**src/rtl/alu_acc.sv**
```systemverilog
// alu_acc: registered ALU with a valid/ready handshake, an accumulator that can
// replace operand A, and {N, V, C, Z} status flags. It accepts one beat per cycle
// and has a latency of 1 cycle.
module alu_acc #(
   parameter int unsigned WIDTH = 8
) (
   input  logic             clk,
   input  logic             reset_n,
   input  logic             in_valid,
   output logic             in_ready,
   input  logic [WIDTH-1:0] a,
   input  logic [WIDTH-1:0] b,
   input  logic [2:0]       s,
   input  logic             acc_sel,
   output logic             out_valid,
   input  logic             out_ready,
   output logic [WIDTH-1:0] z,
   output logic [3:0]       flags,
   output logic [WIDTH-1:0] acc
);

   localparam int unsigned MSB = WIDTH - 1;

   logic             accept;
   logic [WIDTH-1:0] op_a;
   logic [WIDTH:0]   wide;
   logic [WIDTH-1:0] result;
   logic             flag_c;
   logic             flag_v;

   // The input side is ready when the result register is empty or is being consumed.
   assign in_ready = !out_valid || out_ready;
   assign accept   = in_valid && in_ready;
   assign op_a     = acc_sel ? acc : a;

   // Compute the result and the carry/overflow flags for the current opcode.
   always_comb begin
      wide   = '0;
      result = '0;
      flag_c = 1'b0;
      flag_v = 1'b0;
      case (s)
         3'b000: result = '0;
         3'b001: begin
            // B - A: the upper bit of the widened difference is the borrow.
            wide   = {1'b0, b} - {1'b0, op_a};
            result = wide[MSB:0];
            flag_c = wide[WIDTH];
            flag_v = (b[MSB] != op_a[MSB]) && (result[MSB] != b[MSB]);
         end
         3'b010: begin
            wide   = {1'b0, op_a} - {1'b0, b};
            result = wide[MSB:0];
            flag_c = wide[WIDTH];
            flag_v = (op_a[MSB] != b[MSB]) && (result[MSB] != op_a[MSB]);
         end
         3'b011: begin
            wide   = {1'b0, op_a} + {1'b0, b};
            result = wide[MSB:0];
            flag_c = wide[WIDTH];
            flag_v = (op_a[MSB] == b[MSB]) && (result[MSB] != op_a[MSB]);
         end
         3'b100: result = op_a ^ b;
         3'b101: result = op_a | b;
         3'b110: result = op_a & b;
         3'b111: result = '1;
      endcase
   end

   // The result, flags and accumulator load only when a beat is accepted. At all other times they hold.
   always_ff @(posedge clk or negedge reset_n) begin
      if (!reset_n) begin
         z     <= '0;
         flags <= '0;
         acc   <= '0;
      end else if (accept) begin
         z     <= result;
         flags <= {result[MSB], flag_v, flag_c, (result == '0)};
         acc   <= result;
      end
   end

   // Set out_valid when a beat is accepted. Clear it when the result is consumed and no new beat arrives.
   always_ff @(posedge clk or negedge reset_n) begin
      if (!reset_n) begin
         out_valid <= 1'b0;
      end else if (accept) begin
         out_valid <= 1'b1;
      end else if (out_ready) begin
         out_valid <= 1'b0;
      end
   end

endmodule

```
**config.mk**
```make
export PLATFORM = sky130hd
export DESIGN_NAME = alu_acc
export DESIGN_NICKNAME = d
export VERILOG_FILES = /design/src/rtl/alu_acc.sv
export SDC_FILE = /design/constraint.sdc
export NUM_CORES = 1
export LEC_CHECK = 0
export ABC_CLOCK_PERIOD_IN_PS = 3800
export BUFFER_PORTS_ARGS = -buffer_cell sky130_fd_sc_hd__buf_2
export CORE_ASPECT_RATIO = 2
export CORE_UTILIZATION = 56
export CTS_CLUSTER_DIAMETER = 100
export DETAILED_ROUTE_END_ITERATION = 12
export PLACE_DENSITY = 0.8
export RECOVER_POWER = 100
export SLEW_MARGIN = 20
export SYNTH_ARGS = -nofsm -noshare
export SYNTH_HDL_FRONTEND = slang
export SYNTH_SLANG_ARGS = --single-unit
```
**constraint.sdc**
```tcl
create_clock -name clk -period 3.8 [get_ports clk]
set_input_delay 0.57 -clock clk [delete_from_list [all_inputs] [get_ports clk]]
set_output_delay 0.57 -clock clk [all_outputs]
set_load 0.05 [all_outputs]
```
==> out/metrics.csv, run 1 <==
metric,value,unit
status,"finished, final reports clean",
postPlaceCellArea,0.002457,mm^2
slew_headroom,48.31,%
grt_pass1_vias,2127,
post-place-ws,0.1124,ns
ys_seq_area_share,13.32,%
comb_power_share,73.6,%
die_height,91.74,um
synth-async-reset-ratio,100.0,%
stdcell_area,0.002457,mm^2
power_frac_clock,10.0,%
cts_setup_buffers,0,
cap_viol_max_count,0,
critical_path.top_delay_family,simple AND/OR/NAND/NOR gates,
synth_edf_count,0,
crit_top_cell,or4_1,
cp_slowest_stage_delay,0.53,ns
post-route-period-util,93.00,%
synth_most_common_cell,ha_1,
setup-tns-final,0,ns
period_needed,3.534,ns
drc,0,
totalWireLength,5967,um
postRouteAntennaNets,0,
antenna_cells,0,
portBuffers,45,
finalSetupViolations,0,
finalWeightedCongestion,0.9746,
clk_latency,0.24,ns
ys_ff_latch,12,
path_class,input port to flip-flop,
seq_power_share,16.4,%
grt_usage,29.27,%
htreeDepth,1,
nets,372,
overflow,0,
synth_top_area_share,19.98,%
critPathMaxFanout,9,
viasPerCell,6.115,
clockBufferDepth,2,
slowest_stage,or4_1,
antenna_found_initial,0,
start_util,58.66,%
synthAdderAreaFrac,23.09,%
netlist_area,0.002255,mm^2
drive_gt1_share,14.66,%
finalPower,1.133,mW
switching_share,56.61,%
multi_input_area,0.001717,mm^2
setup_slack,0.2660,ns
syn_avg_cell_area,8.259,um^2
end_kind,flip-flop,
internal_power,491.8,uW
path_cells,"buf_2, mux2i_1, ha_1, nor2b_1, o221a_2, o211ai_1, a21oi_1, or4_1, or4_1, o41ai_1",
numCtsBuffers,3,
die_area,0.004299,mm^2
dp_cells,355,
synth.largest_area_cell,ha_1,
fill_cells,401,
hold_path_class,input port to async pin,
cts_tree,built,
die_x,46.87,um
syn-num-nets,336,
arrival,3.66,ns
final_cells,358,
pwr_density_cell,461.2,mW/mm^2
postLayoutCoreUtil,63.93,%
startpoint_type,input port,
whs,0.3255,ns
ctsResizeCount,0,
synth.mux.area_fraction,8.269,%
p_leak,1.158,nW
ir_drop,0.2624,mV
drt_iter0_markers,65,
ioPinCount,46,
hold_viol_final,0,
syn_to_final_growth,8.990,%
rows,32,
first_pass_iters,5,
clock-sinks,12,
grt_pass1_wl,9335,um
rsz0062_at_grt,no,
worst_pin_slew,0.7656,ns
synth-compound-area-share,24.53,%
synthTopCellsByCount,"ha_1 (36), inv_1 (25), nor2_1 (21)",
hold_buffers,0,
slew_viol_final,0,
ys.warnings.count,0,
wl_per_cell,16.67,um
clock_skew,0.0005749,ns
num_vias,2189,
dpl.hpwl,4852,um
timing.fmax,0.2830,GHz
yosysUniqueCellTypes,55,
synth_top_family_by_area,compound AO/OA/AOI/OAI gates,
p_switching,641.5,uW
synthXorXnorAreaFrac,4.273,%
cts_root_buffer,clkbuf_8,
synthFlopType,dfrtp_1,
path_buf_inv,1,
grt_max_degree,25,
critical_path_required,3.92,ns
syn_inst,273,
synth_area_leaders,"ha_1 (20%), dfrtp_1 (13%), mux2i_1 (5.8%)",
clk_pin_slew,0.05,ns
synthSimpleGateAreaFrac,16.37,%
core-area,0.003844,mm^2
seqCellArea,300.3,um^2
## placed cells by master, fill, tap and decap left out, types with 4 or more instances in the layout
cell | synthesis | layout
ha_1 | 36 | 36
inv_1 | 25 | 25
clkbuf_1 | 2 | 23
buf_2 | 6 | 22
nor2_1 | 21 | 21
a21oi_1 | 19 | 19
nand2_1 | 14 | 14
mux2i_1 | 13 | 12
dfrtp_1 | 12 | 12
o21ai_0 | 10 | 10
nor2b_1 | 8 | 8
xnor2_1 | 8 | 8
nor3_1 | 7 | 7
nand2b_1 | 6 | 6
o31ai_1 | 6 | 6
a221oi_1 | 6 | 6
mux2_2 | 5 | 5
buf_4 | 9 | 5
or4_1 | 4 | 4
## worst register-to-register path, cell delays in order (launching register included)
cell      delay [ns]
dfrtp_1         0.40
mux2i_1         0.33
ha_1            0.43
nor2b_1         0.21
o221a_2         0.28
o211ai_1        0.17
a21oi_1         0.10
or4_1           0.53
or4_1           0.52
o41ai_1         0.26
## power groups by stage
| stage | combinational, mW | sequential [mW] | clock [mW] |
|---|---|---|---|
| after floorplan | 0.590 | 0.289 | 0 |
| after global placement | 0.833 | 0.186 | 0 |
| after detailed placement | 0.844 | 0.186 | 0 |
| after CTS | 0.848 | 0.184 | 0.115 |
| after global routing | 0.899 | 0.192 | 0.124 |
| final | 0.835 | 0.186 | 0.113 |
## area by class of cell
cell class	count	share of cell area, %
Multi-Input combinational cell	215	69.86
Tap cell	51	2.597
Timing Repair Buffer	50	9.521
Inverter	27	4.124
Sequential cell	12	12.22
Clock buffer	3	1.680
## routing by layer
layer  global-route usage [%]  wire length, um
met1                    30.77             2154
met2                    49.19             3207
met3                    3.740              335
met4                    20.71              269
met5                        0                0
## state kept, by name (all words and copies together), names as in the netlist
| signal | count |
|---|---|
| flags | 4 |
| acc | 7 |
| out_valid | 1 |
## kinds of logic (layout without fill, tap and decap cells)
family          Yosys count  in the layout
xor+xnor                 11             11
mux                      18             18
compound gates           74             74
fa+ha+maj                40             40
buf+inv                  46             80
simple gates             72             72
flops                    12             12
## path summary, 6_finish.rpt
check                                     startpoint  slack [ns]  depth (start not counted)                   end
worst max-delay path                         acc_sel        0.27                         10  flags[0]$_DFFE_PN0P_
worst min-delay path                         reset_n        0.33                          1    acc[6]$_DFFE_PN0P_
worst max register to register    acc[2]$_DFFE_PN0P_        0.45                          9  flags[0]$_DFFE_PN0P_
worst min register to register  flags[1]$_DFFE_PN0P_        0.47                          1  flags[1]$_DFFE_PN0P_
max in group asynchronous                    reset_n        3.07                          1    acc[1]$_DFFE_PN0P_
min in group clk                flags[1]$_DFFE_PN0P_        0.47                          1  flags[1]$_DFFE_PN0P_
Note: power is estimated with default switching activity, not from simulation.
==> run 2, diff against run 1 <==
==> constraint.sdc (replaced) <==
create_clock -name clk -period 3.8 [get_ports clk]
set_input_delay 0 -clock clk [delete_from_list [all_inputs] [get_ports clk]]
set_output_delay 0 -clock clk [all_outputs]
set_load 0.1 [all_outputs]
==> run 2 against run 1 <==
- first-iteration DRC count increased by 18%
- worst setup slack improved by 0.10 ns
- total power grew 19%
- critical path depth up 2
- largest cell class unchanged
- highest routed layer unchanged
==> out/metrics.csv, run 2 (synthesis results as in run 1) <==
metric,value,unit
final_cell_mix,"ha_1 (36), inv_1 (25), clkbuf_1 (23), buf_2 (22), nor2_1 (21)",
p_leak,1.152,nW
multi_input_area,0.001718,mm^2
slew_viol_final,0,
hold_viol_final,0,
hp-start,out_ready,
clk_pin_slew,0.05,ns
seqCellArea,300.3,um^2
r2r_slack,0.37,ns
r2r_start,acc[0]$_DFFE_PN0P_,
numCtsBuffers,3,
top_regs,"acc: 7 flops, flags: 4 flops, out_valid: 1 flops",
grt_pass1_wl,9246,um
num_vias,2168,
fill_cells,380,
ir_drop,0.4489,mV
status,"finished, final reports clean",
cap_viol_max_count,0,
totalWireLength,5946,um
die_x,46.87,um
antenna_cells,0,
pwr_density_cell,552.6,mW/mm^2
start_util,58.66,%
rsz0062_at_grt,no,
clk_latency,0.24,ns
arrival,3.55,ns
ctsResizeCount,0,
path_class,flip-flop to flip-flop,
grt_pass1_vias,2122,
portBuffers,45,
clock_skew,0.002564,ns
end_kind,flip-flop,
critPathMaxFanout,4,
setup-tns-final,0,ns
first_pass_iters,4,
period_needed,3.430,ns
reg2reg_to,flags[0]$_DFFE_PN0P_,
clockBufferDepth,2,
htreeDepth,1,
rows,32,
grt_max_degree,25,
cts_root_buffer,clkbuf_8,
slew_headroom,22.23,%
startpoint_type,flip-flop,
syn_to_final_growth,8.602,%
nets,370,
die_area,0.004299,mm^2
dpl.hpwl,4832,um
largest_reg_flops,7,
critical_path_required,3.92,ns
finalWeightedCongestion,0.9893,
postRouteAntennaNets,0,
hold_depth,3,
drt_iter0_markers,77,
top_register,acc,
worst_pin_slew,1.172,ns
drc,0,
core-area,0.003844,mm^2
wl_per_cell,16.70,um
hold_path_class,input port to flip-flop,
reg2reg_depth,12,
viasPerCell,6.090,
die_height,91.74,um
grt_usage,28.99,%
post-route-period-util,90.27,%
clock-sinks,12,
timing.fmax,0.2915,GHz
mostFrequentLayoutCell,ha_1,
drive_gt1_share,13.44,%
ioPinCount,46,
finalPower,1.353,mW
hold_end,out_valid$_DFFE_PN0P_,
finalSetupViolations,0,
antenna_found_initial,0,
overflow,0,
cts_tree,built,
## run 2: cell type report
cell class,instances,area share (%)
clock buffers,3,1.686
inverters,27,4.139
repair buffers,48,9.147
flip-flops and latches,12,12.26
well taps,51,2.606
multi-input cells,215,70.16
## run 2: timing repair
action | in CTS | in global routing
hold endpoints to repair | 13 | 0
buffers inserted | 0 | 0
hold buffers | 2 | 0
## run 2: how the worst max path moves through the flow
stage	depth (start not counted)	start	to
final	12	acc[0]$_DFFE_PN0P_	flags[0]$_DFFE_PN0P_
after floorplan	12	acc[0]$_DFFE_PN0P_	flags[0]$_DFFE_PN0P_
after global routing	12	acc[0]$_DFFE_PN0P_	flags[0]$_DFFE_PN0P_
after CTS	12	acc[0]$_DFFE_PN0P_	flags[0]$_DFFE_PN0P_
after global placement	12	acc[0]$_DFFE_PN0P_	flags[0]$_DFFE_PN0P_
after detailed placement	12	acc[0]$_DFFE_PN0P_	flags[0]$_DFFE_PN0P_
## run 2: layer usage
| layer | wire, um | global-route usage (%) |
|---|---|---|
| met4 | 261 | 15.95 |
| met5 | 0 | 0 |
| met1 | 2185 | 30.11 |
| met2 | 3249 | 52.66 |
| met3 | 248 | 1.378 |
## run 2: worst max-delay path, stage by stage (launching register included)
cell     delay, ns
dfrtp_1       0.38
mux2i_1       0.14
inv_1         0.11
ha_1          0.22
inv_1         0.08
fa_1          0.41
nor2b_1       0.22
o221a_2       0.28
or4_1         0.11
a21oi_1       0.06
or4_1         0.54
or4_1         0.52
o41ai_1       0.26
## run 2: power by group
group	switching, mW	total (mW)	internal (mW)	leakage [nW]
sequential	0.0282	0.186	0.158	0.146
clock	0.0426	0.112	0.0695	0.0216
combinational	0.801	1.06	0.254	0.984
## run 2: per-stage QoR
stage | hold slack (ns) | util (%) | cells | area [um^2] | setup WS [ns]
final | 0.08439 | 63.70 | 356 | 2449 | 0.3696
after global routing | 0.1357 | 63.70 | 356 | 2449 | 0.1216
after CTS | 0.08231 | 64.65 | 356 | 2485 | 0.4035
after detailed placement | -0.1165 | 63.05 | 351 | 2424 | 0.4303
after global placement | -0.1138 | 63.05 | 351 | 2424 | 0.5287
after floorplan | -0.2956 | - | 273 | 2255 | 0.06305
==> run 3, diff against run 2 <==
- CORE_UTILIZATION: 56 -> 47
- CTS_CLUSTER_DIAMETER: 100 -> not set
- PLACE_DENSITY: 0.8 -> 0.69
==> run 3 against run 2 <==
- sequential share of layout area is 0.093 points lower
- clock power is 24% higher
- global-route usage is 3.1 points lower
- clock-buffer cell count is 1 higher
- critical endpoint unchanged
- highest routed layer unchanged
==> out/metrics.csv, run 3 (synthesis results as in run 1) <==
metric,value,unit
hold_path_class,input port to flip-flop,
met1_length,2246,um
antenna_found_initial,0,
drive_gt1_share,13.73,%
cap_viol_max_count,0,
first_pass_iters,5,
top_regs,"acc: 7 flops, flags: 4 flops, out_valid: 1 flops",
drc,0,
die_height,99.95,um
nets,370,
grt_pass1_wl,9853,um
timing.fmax,0.2927,GHz
core-area,0.004598,mm^2
post-route-period-util,89.92,%
slew_headroom,22.27,%
numCtsBuffers,3,
worst_pin_slew,1.171,ns
wl_per_cell,17.07,um
rsz0062_at_grt,no,
ioPinCount,46,
die_x,50.98,um
portBuffers,45,
die_area,0.005095,mm^2
syn_to_final_growth,9.434,%
period_needed,3.417,ns
mostFrequentLayoutCell,ha_1,
clock_skew,0.0004489,ns
path_class,flip-flop to flip-flop,
end_kind,flip-flop,
rows,35,
cts_tree,built,
wl_met2,3364,um
critical_path_required,3.93,ns
finalSetupViolations,0,
top_register,acc,
clk_latency,0.24,ns
num_vias,2140,
grt_usage,25.85,%
clk_pin_slew,0.05,ns
totalWireLength,6161,um
p_leak,1.159,nW
wl_met3,290,um
drt_iter0_markers,110,
overflow,0,
hold_viol_final,0,
pwr_density_cell,559.2,mW/mm^2
postPlaceCellArea,0.002429,mm^2
final_cell_mix,"ha_1 (36), inv_1 (25), clkbuf_1 (23), buf_2 (22), nor2_1 (21)",
finalPower,1.380,mW
dpl.hpwl,5106,um
clock-sinks,12,
clockBufferDepth,2,
grt_pass1_vias,2031,
htreeDepth,1,
antenna_cells,0,
viasPerCell,5.928,
finalWeightedCongestion,0.9409,
setup-tns-final,0,ns
stdcell_area,0.002467,mm^2
ctsResizeCount,0,
cts_root_buffer,clkbuf_8,
slew_viol_final,0,
status,"finished, final reports clean",
dr.max_layer_used,met4,
grt_max_degree,25,
critPathMaxFanout,4,
largest_reg_flops,7,
r2r_slack,0.38,ns
arrival,3.55,ns
postRouteAntennaNets,0,
ir_drop,0.4622,mV
start_util,49.03,%
startpoint_type,flip-flop,
[run 3: changes by cell type in the layout (fill, tap and decap cells not counted)]
cell      delta
clkbuf_8     +1
[run 3: per-stage QoR]
stage	cells	setup slack (ns)	util, %	hold slack [ns]
2_1_floorplan	273	0.06305	-	-0.2956
3_3_place_gp	355	0.4731	52.82	-0.1131
3_5_place_dp	355	0.4440	52.82	-0.1081
4_1_cts	361	0.4188	54.45	0.07746
5_1_grt	361	0.1118	53.66	0.09022
6_report	361	0.3832	53.66	0.08022
[run 3: cell type report]
class	count	area, um^2
Fill cell	489	2131
Multi-Input combinational cell	215	1718
Sequential cell	12	300.3
Timing Repair Buffer	48	224.0
Inverter	27	101.3
Tap cell	55	68.82
Clock buffer	4	55.05
[run 3: metal layers]
metal,track usage [%],vias to the layer above
met3,1.818,21
met5,0,-
met1,28.39,1010
li1,-,1029
met2,48.28,80
met4,11.54,0
[run 3: worst paths after layout]
| path | endpoint | startpoint | cells past startpoint |
|---|---|---|---|
| setup / recovery | flags[0]$_DFFE_PN0P_ | acc[0]$_DFFE_PN0P_ | 12 |
| hold / removal | out_valid$_DFFE_PN0P_ | out_ready | 3 |
| max in group asynchronous | out_valid$_DFFE_PN0P_ | reset_n | 2 |
| hold reg to reg | flags[2]$_DFFE_PN0P_ | flags[2]$_DFFE_PN0P_ | 2 |
| setup reg to reg | flags[0]$_DFFE_PN0P_ | acc[0]$_DFFE_PN0P_ | 12 |
| min in group asynchronous | flags[3]$_DFFE_PN0P_ | reset_n | 2 |
[run 3: repair_timing]
item / in CTS / in global routing
hold endpoints to repair: 13 / 0
setup buffers: 0 / 0
hold buffers: 2 / 0
[run 3: worst max-delay path, stage by stage (launching register included)]
cell	delay, ns
dfrtp_1	0.39
mux2i_1	0.14
inv_1	0.11
ha_1	0.23
inv_1	0.07
fa_1	0.43
nor2b_1	0.18
o221a_2	0.26
or4_1	0.12
a21oi_1	0.06
or4_1	0.56
or4_1	0.52
o41ai_1	0.23
[run 3: report_power, final]
part	total (mW)	leakage (nW)	internal, mW	switching (mW)
Clock	0.139	0.0288	0.0916	0.0473
Sequential	0.185	0.146	0.158	0.0277
Combinational	1.06	0.984	0.254	0.802
